### config.mk
export PLATFORM = sky130hd
export DESIGN_NAME = fadd_norm_round_pipe
export DESIGN_NICKNAME = d
export VERILOG_FILES = /design/src/rtl/fadd_norm_round_pipe.sv
export SDC_FILE = /design/constraint.sdc
export NUM_CORES = 1
export LEC_CHECK = 0
export ABC_AREA = 1
export CAP_MARGIN = 10
export CORE_ASPECT_RATIO = 1.25
export CORE_MARGIN = 2
export CORE_UTILIZATION = 40
export CTS_CLUSTER_SIZE = 8
export DETAILED_ROUTE_END_ITERATION = 10
export DONT_BUFFER_PORTS = 1
export PLACE_DENSITY = 0.61
export SETUP_SLACK_MARGIN = 0.5
export SLEW_MARGIN = 20
export SYNTH_ARGS = -nofsm -noshare
export SYNTH_HDL_FRONTEND = slang
export SYNTH_SLANG_ARGS = --single-unit
export TNS_END_PERCENT = 1
### constraint.sdc
create_clock -name clk -period 6.1 [get_ports clk]
set_clock_uncertainty 0.1 [all_clocks]
set_input_delay 1.525 -clock clk [delete_from_list [all_inputs] [get_ports clk]]
set_output_delay 1.525 -clock clk [all_outputs]
set_load 0.005 [all_outputs]
### src/rtl/fadd_norm_round_pipe.sv
// Three-stage back end of the binary32 adder: signed magnitude add, normalize, round/pack.
// Valid/ready pipeline; every stage advances when the stage after it is empty or advancing.
module fadd_norm_round_pipe (
    input  logic        clk,
    input  logic        rst_n,
    input  logic        in_valid,
    output logic        in_ready,
    input  logic [2:0]  rm,
    input  logic        sign1,
    input  logic        sign2,
    input  logic [7:0]  exp_res,
    input  logic [47:0] man1_al,
    input  logic [47:0] man2_al,
    input  logic        nan,
    input  logic        inf1,
    input  logic        inf2,
    input  logic        zero,
    output logic        out_valid,
    input  logic        out_ready,
    output logic [31:0] result,
    output logic [4:0]  fflags
);
    localparam int unsigned MAN_W = 48;
    localparam int unsigned EXP_W = 8;
    localparam logic [2:0]  RM_RNE = 3'd0;
    localparam logic [2:0]  RM_RTZ = 3'd1;
    localparam logic [2:0]  RM_RDN = 3'd2;
    localparam logic [2:0]  RM_RUP = 3'd3;
    localparam logic [2:0]  RM_RMM = 3'd4;
    localparam logic [31:0] QNAN   = 32'h7FC0_0000;
    localparam logic [31:0] MAXFIN = 32'h7F7F_FFFF;

    typedef struct packed {
        logic [MAN_W-1:0] sum;
        logic             sgn;
        logic [EXP_W-1:0] exp;
        logic [2:0]       rm;
        logic             spec;
        logic [31:0]      spec_res;
        logic             spec_nv;
    } s1_t;

    typedef struct packed {
        logic [MAN_W-1:0] man;
        logic             sgn;
        logic [EXP_W:0]   exp;
        logic [2:0]       rm;
        logic             spec;
        logic [31:0]      spec_res;
        logic             spec_nv;
    } s2_t;

    // The align stage already classified zeros; the sum itself is authoritative here.
    logic unused_zero;
    assign unused_zero = zero;

    s1_t s1_q, s1_c;
    s2_t s2_q, s2_c;
    logic        s1_valid, s2_valid;
    logic        s1_ready, s2_ready, s3_ready;
    logic [31:0] res_c;
    logic [4:0]  flags_c;

    assign s3_ready = ~out_valid | out_ready;
    assign s2_ready = ~s2_valid | s3_ready;
    assign s1_ready = ~s1_valid | s2_ready;
    assign in_ready = s1_ready;

    function automatic logic [5:0] lzc46(input logic [46:0] v);
        lzc46 = 6'd47;
        for (int i = 0; i <= 46; i++) begin
            if (v[i]) lzc46 = 6'(46 - i);
        end
    endfunction

    // Stage 1: magnitude add/subtract and special-case resolution.
    always_comb begin
        s1_c     = '0;
        s1_c.rm  = (rm > RM_RMM) ? RM_RNE : rm;
        s1_c.exp = exp_res;
        if (sign1 == sign2) begin
            s1_c.sum = MAN_W'(man1_al + man2_al);
            s1_c.sgn = sign1;
        end else if (man1_al > man2_al) begin
            s1_c.sum = MAN_W'(man1_al - man2_al);
            s1_c.sgn = sign1;
        end else if (man2_al > man1_al) begin
            s1_c.sum = MAN_W'(man2_al - man1_al);
            s1_c.sgn = sign2;
        end else begin
            s1_c.sum = '0;
            s1_c.sgn = (s1_c.rm == RM_RDN);
        end
        s1_c.spec = nan | inf1 | inf2;
        if (nan) begin
            s1_c.spec_res = QNAN;
        end else if (inf1 & inf2 & (sign1 != sign2)) begin
            s1_c.spec_res = QNAN;
            s1_c.spec_nv  = 1'b1;
        end else if (inf1) begin
            s1_c.spec_res = {sign1, 8'hFF, 23'd0};
        end else begin
            s1_c.spec_res = {sign2, 8'hFF, 23'd0};
        end
    end

    // Stage 2: normalize, limited so a tiny result stays at effective exponent 1.
    logic [7:0] eff_exp, shamt, lim;
    logic [7:0] lz8;
    always_comb begin
        s2_c          = '0;
        s2_c.sgn      = s1_q.sgn;
        s2_c.rm       = s1_q.rm;
        s2_c.spec     = s1_q.spec;
        s2_c.spec_res = s1_q.spec_res;
        s2_c.spec_nv  = s1_q.spec_nv;
        eff_exp       = (s1_q.exp == 8'd0) ? 8'd1 : s1_q.exp;
        lim           = eff_exp - 8'd1;
        lz8           = {2'b00, lzc46(s1_q.sum[46:0])};
        shamt         = (lz8 < lim) ? lz8 : lim;
        if (s1_q.sum[47]) begin
            s2_c.man = {1'b0, s1_q.sum[47:2], s1_q.sum[1] | s1_q.sum[0]};
            s2_c.exp = 9'(eff_exp) + 9'd1;
        end else if (s1_q.sum == '0) begin
            s2_c.man = '0;
            s2_c.exp = '0;
        end else begin
            s2_c.man = s1_q.sum << shamt;
            s2_c.exp = s2_c.man[46] ? 9'(eff_exp - shamt) : 9'd0;
        end
    end

    // Stage 3: round, detect overflow/underflow, pack, apply specials.
    logic [23:0] sig;
    logic [24:0] sig_r;
    logic [9:0]  exp_r;
    logic        g, r, st, nx, up, tiny, to_inf;
    always_comb begin
        sig    = s2_q.man[46:23];
        g      = s2_q.man[22];
        r      = s2_q.man[21];
        st     = |s2_q.man[20:0];
        nx     = g | r | st;
        tiny   = (s2_q.exp == 9'd0) && (s2_q.man != '0);
        case (s2_q.rm)
            RM_RTZ:  up = 1'b0;
            RM_RDN:  up = nx & s2_q.sgn;
            RM_RUP:  up = nx & ~s2_q.sgn;
            RM_RMM:  up = g;
            default: up = g & (r | st | sig[0]);
        endcase
        sig_r = {1'b0, sig} + 25'(up);
        exp_r = {1'b0, s2_q.exp};
        if (sig_r[24]) begin
            sig_r = sig_r >> 1;
            exp_r = exp_r + 10'd1;
        end else if ((s2_q.exp == 9'd0) && sig_r[23]) begin
            exp_r = 10'd1;
        end
        to_inf = (s2_q.rm == RM_RNE) | (s2_q.rm == RM_RMM) |
                 ((s2_q.rm == RM_RUP) & ~s2_q.sgn) | ((s2_q.rm == RM_RDN) & s2_q.sgn);
        if (s2_q.spec) begin
            res_c   = s2_q.spec_res;
            flags_c = {s2_q.spec_nv, 4'b0000};
        end else if (exp_r >= 10'd255) begin
            res_c   = to_inf ? {s2_q.sgn, 8'hFF, 23'd0} : {s2_q.sgn, MAXFIN[30:0]};
            flags_c = 5'b00101;
        end else begin
            res_c   = {s2_q.sgn, exp_r[7:0], sig_r[22:0]};
            flags_c = {3'b000, tiny & nx, nx};
        end
    end

    always_ff @(posedge clk or negedge rst_n) begin
        if (!rst_n) begin
            s1_valid  <= 1'b0;
            s2_valid  <= 1'b0;
            out_valid <= 1'b0;
            s1_q      <= '0;
            s2_q      <= '0;
            result    <= '0;
            fflags    <= '0;
        end else begin
            if (s1_ready) begin
                s1_valid <= in_valid;
                if (in_valid) s1_q <= s1_c;
            end
            if (s2_ready) begin
                s2_valid <= s1_valid;
                if (s1_valid) s2_q <= s2_c;
            end
            if (s3_ready) begin
                out_valid <= s2_valid;
                if (s2_valid) begin
                    result <= res_c;
                    fflags <= flags_c;
                end
            end
        end
    end
endmodule
# Yosys cells after proc, flatten, opt, wreduce, memory -nomap -nowiden
# Cells that the tools add are included.
[classes]
n_addsub = 8
n_lt_le_gt_ge = 5
n_eq_ne = 7
shift = 1
mux = 72
bitwise = 25
n_reduce_logical = 11
[op_table]
columns = ["operator", "count"]
rows = [
  ["$mux W6", 46],
  ["$mux W49", 3],
  ["$mux W32", 4],
  ["$gt A48 B48 Y1", 2],
  ["$mux W48", 2],
  ["$sub A48 B48 Y48", 2],
  ["$add A48 B48 Y48", 1],
  ["$logic_not A48 Y1", 1],
  ["$reduce_bool A48 Y1", 1],
  ["$shl A48 B8 Y48", 1],
  ["$mux W9", 4],
  ["$mux W31", 1],
  ["$add A24 B1 Y25", 1],
  ["$mux W24", 1],
  ["$mux W23", 1],
  ["$reduce_or A21 Y1", 1],
  ["$mux W8", 2],
  ["$or A1 B1 Y1", 13],
  ["$add A9 B1 Y10 const B", 1],
  ["$ge A10 B8 Y1 const B", 1],
  ["$mux W10", 1],
  ["$add A8 B1 Y9 const B", 1],
  ["$eq A3 B2 Y1 const B", 3],
  ["$logic_not A9 Y1", 1],
  ["18 further kinds", 34],
]
[word_totals]
register_bits = 229

# Depth between registers and ports, before layout
[logic_depth]
word_depth = 53
ltp_mapped = 73
mapped_depth_nobuf = 70

# Least setup slack after synthesis
# No wires, ideal clock.
[synth_path]
path_kind = "input -> register"
start = "input man1_al[0]"
end = "register s1_q[92] in the netlist's numbering"
arrival_time_ps = 5518
required_time_ps = 5861
path_slack_ps = 344
path_stages = 35
path_cell_list = "ha_1 > inv_2 > fa_1 > o31ai_1 > nand3_1 > nand2_1 > nand3_1 > nand2_1 > nand3_1 > nand3_1 > a21oi_1 > nor2_1 > nor2_1 > o31ai_1 > nand3_1 > nand2_1 > nand3_1 > nand2_1 > nand3_1 > nand2_1 > nand3_1 > nand2_1 > nand3_1 > nand2_1 > nand3_1 > nand2_1 > a31oi_1 > o31ai_1 > a21oi_1 > o21ai_1 > nand4_1 > o311ai_1 > a21oi_1 > o21ai_0 > a22oi_1"
[synth_between]
elab_chain_cells = 4
elab_cells_between_ends = 8
[synth_rtl]
columns = ["item", "line_no", "text"]
rows = [
  ["start, declared", "12", "input logic [47:0] man1_al,"],
  ["$sub A48 B48 Y48 or $gt A48 B48 Y1 (tied branches)", "88, 87", ""],
  ["$mux W49", "87", "end else if (man2_al > man1_al) begin"],
  ["$mux W49", "84", "end else if (man1_al > man2_al) begin"],
  ["$mux W49 *", "81", "if (sign1 == sign2) begin"],
  ["end signal, assigned", "179", "s1_q <= '0;"],
  ["end signal, assigned", "186", "if (in_valid) s1_q <= s1_c;"],
  ["end, declared", "57", "s1_t s1_q, s1_c;"],
]
# Every way passes the cells marked *; elsewhere a longest branch is shown, timed or not.
# A chain may end at the register's enable or synchronous reset.

# Worst setup path after layout
[layout_path]
start = "input man1_al[1]"
end = "register s1_q[93] in the netlist's numbering"
# The elaborated chain is that of the path after synthesis.

==> results_dict.tcl <==
set metrics [dict create \
    status "complete, no violations" \
    yosys_warnings 0 \
    syn_area_per_cell_um2 6.01 \
    drtIter0Drc 1879 \
    worstMarginPinSlew_ns 1.05 \
    highest_layer "met4" \
    ff2ff_setup_slack_ns 0.62 \
    drive_gt1_share_pct 7.45 \
    critPathArrivalTime_ns 5.89 \
    cts_root_buf "clkbuf_16" \
    fin_crit_sh_pct 93.3 \
    drt-total-wl_um 82300 \
    synth_edf_count 0 \
    path_clk_slew_ns 0.08 \
    clock.fmax_ghz 0.176 \
    htree_levels 4 \
    insertedDiodeCount 0 \
    finalPower_mw 7.32 \
    dr.pass1.iters 8 \
    maxCapViolCount 0 \
    final_max_slew_viol_count 0 \
    grt_util_all_layers_pct 29.3 \
    combPwrFrac_pct 57.8 \
    synth-seq-area-share_pct 20.0 \
    grt_overflow 0 \
    cts_max_path_buffers 2 \
    critPathBufInv 4 \
    core_um2 52300 \
    ys_types 58 \
    seqPwrFrac_pct 27.1 \
    wl_met2_um 40200 \
    synth_cells 3509 \
    whs_path_depth 2 \
    critical_path.top_delay_family "simple AND/OR/NAND/NOR gates" \
    placed_cell_area_um2 22100 \
    area_delta_synth_final_pct 9.82 \
    start_kind "input port" \
    cp_slowest_stage_delay_ns 0.26 \
    rr_startpoint "s1_q[47]$_DFFE_PN0P_" \
    final_cell_mix "nand2_1, inv_1, a21oi_1" \
    postLayoutCellArea_um2 23200 \
    tns_ns 0 \
    switching_share_pct 51.9 \
    avgViaCountPerCell 5.61 \
    cp-end-kind "register" \
    io_pins 156 \
    p_leak_nw 11.6 \
    cts_hold_buf 0 \
    required_ns 6.30 \
    hp-class "register to register" \
    met3_length_um 4160 \
    dp_hpwl_um 65200 \
    max-slew-margin-rel_pct 29.7 \
    nFillCells 5789 \
    ys_ff_latch 169 \
    met1_length_um 32200 \
    wl_per_cell_um 19.8 \
    synth-main-ff-cell "dfrtp_1" \
    clkLatencyLatePin_ns 0.47 \
    clkPwrFrac_pct 15.1 \
    grt_start_max_net_pins 170 \
    dieHeight_um 261 \
    num_vias 23400 \
    initial_core_util_pct 40.3 \
    hold_viol 0 \
    grt_pass1_wl_um 125000 \
    dieArea_um2 54600 \
    place_ws_ns -0.104 \
    synth_area_um2 21100 \
    criticalPathCategory "input port to register" \
    cts_tree "built" \
    cp_slowest_cell "o31ai_2" \
    drc 0 \
    peakVddDrop_mv 0.254 \
    num_rows 94 \
    fp.dieW_um 209 \
    portBuffers 0 \
    reg2reg_to "s2_q[44]$_DFFE_PN0P_" \
    grt_setup_unrepaired "yes" \
    synth_async_sr_flop_share_pct 100 \
    crit_top_cell "nand2_1" \
    powerDensity_nw_per_um2 316 \
    layout_commonest_cell "nand2_1" \
    intPower_mw 3.52 \
    drtAntennaViolNets 0 \
    setup_ws_ns 0.408 \
    timing.hold.worst_endpoint "s1_q[31]$_DFFE_PN0P_" \
    nNetsFinal 3759 \
    layout_min_cycle_time_ns 5.69 \
    worstHoldStart "s1_q[31]$_DFFE_PN0P_" \
    grt_pass1_vias 22600 \
    antenna_found_initial 0 \
    p_switching_mw 3.80 \
    gp_congestion 1.00 \
    synth_nets 3791 \
    numCtsBuffers 17 \
    holdWs_ns 0.351 \
    clock_sinks 169 \
    setup_viol 0 \
    rr_worst_depth 70 \
    cp_max_fo 4 \
]
## worst reg2reg max path, delay by kind of cell (launching register included)
family | cells | cell delay, ns
xor gates and xnor gates | 1 | 0.16
buffers and inverters | 1 | 0.07
AOI/OAI and AO/OA | 5 | 0.71
adders and majority gates | 1 | 0.32
and+or+nand+nor | 62 | 3.64
DFF | 1 | 0.42
## metal layers
metal | vias to the layer above | GRT usage (%)
met5 | - | 0
met4 | 0 | 18.3
met3 | 255 | 2.77
met2 | 841 | 52.8
met1 | 10700 | 33.5
li1 | 11500 | -
## area by class of cell
| type | instances | area (µm²) | share of cell area, % |
|---|---|---|---|
| Sequential cell | 169 | 4230 | 18.3 |
| Tap cell | 672 | 841 | 3.63 |
| Clock buffer | 18 | 429 | 1.85 |
| Multi-Input combinational cell | 2622 | 14500 | 62.8 |
| Inverter | 562 | 2110 | 9.13 |
| Timing Repair Buffer | 105 | 865 | 3.73 |
| Clock inverter | 14 | 136 | 0.589 |
## how the worst max path moves through the flow
| stage | from | to | slack, ns | depth (start not counted) |
|---|---|---|---|---|
| CTS | s1_q[47]$_DFFE_PN0P_ | s2_q[44]$_DFFE_PN0P_ | 0.45 | 70 |
| finish | man1_al[1] | s1_q[93]$_DFFE_PN0P_ | 0.41 | 42 |
| global placement | man1_al[0] | s1_q[90]$_DFFE_PN0P_ | -0.004 | 35 |
| detailed placement | man1_al[1] | s1_q[93]$_DFFE_PN0P_ | -0.10 | 42 |
| floorplan | man1_al[1] | s1_q[92]$_DFFE_PN0P_ | 0.50 | 34 |
| global route | s1_q[47]$_DFFE_PN0P_ | s2_q[44]$_DFFE_PN0P_ | -0.03 | 70 |
## synthesized netlist by cell type, drive strengths merged (18+ instances only)
cell    instances  area, µm²
nor3           25        125
o211ai         35        263
ha            161       2010
buf            40        233
a21oi         475       2380
o21a           21        158
clkbuf        116        435
nand3         340       1710
inv           557       2090
a31oi          44        275
a22oi          24        180
dfrtp         169       4230
nor2          339       1270
nand2         683       2590
o21ai         240       1220
nand4          18        113
xor2           84        736
## state kept, by name (all words and copies together) (netlist names)
signal	flops
result	32
r	1
s1_q	65
s2_q	63
out_valid	1
s1_valid	1
fflags	4
s2_valid	1
g	1
## per-stage QoR
stage                     utilization [%]  instances
final                                44.3       4162
after global routing                 44.3       4162
after CTS                            43.4       4153
after detailed placement             42.2       4119
after global placement               42.2       4119
after floorplan                         -       3509
## cells by family (layout without fill, tap and decap cells)
| family | count (synthesis) | in the layout | share of synthesized area, % |
|---|---|---|---|
| and+or+nand+nor | 1436 | 1436 | 28.5 |
| AOI/OAI and AO/OA | 929 | 929 | 24.6 |
| buffers and inverters | 718 | 699 | 13.2 |
| DFF | 169 | 169 | 20.0 |
| adders and majority gates | 165 | 165 | 9.93 |
| xor gates and xnor gates | 89 | 89 | 3.70 |
| other | 2 | 2 | 0.0356 |
| muxes | 1 | 1 | 0.0475 |
## power groups by stage
stage	combinational [mW]	sequential, mW	clock, mW
floorplan	2.92	1.80	0
global placement	3.96	1.98	0
detailed placement	3.98	1.98	0
CTS	4.01	1.97	1.12
global route	4.70	2.03	1.16
finish	4.23	1.98	1.11
## timing repair
item                       4_1_cts  5_1_grt
resized for setup               12      106
pin swaps                        4       52
setup endpoints to repair       54      103
buffers inserted                 2        9
Note: power is estimated with default switching activity, not from simulation.
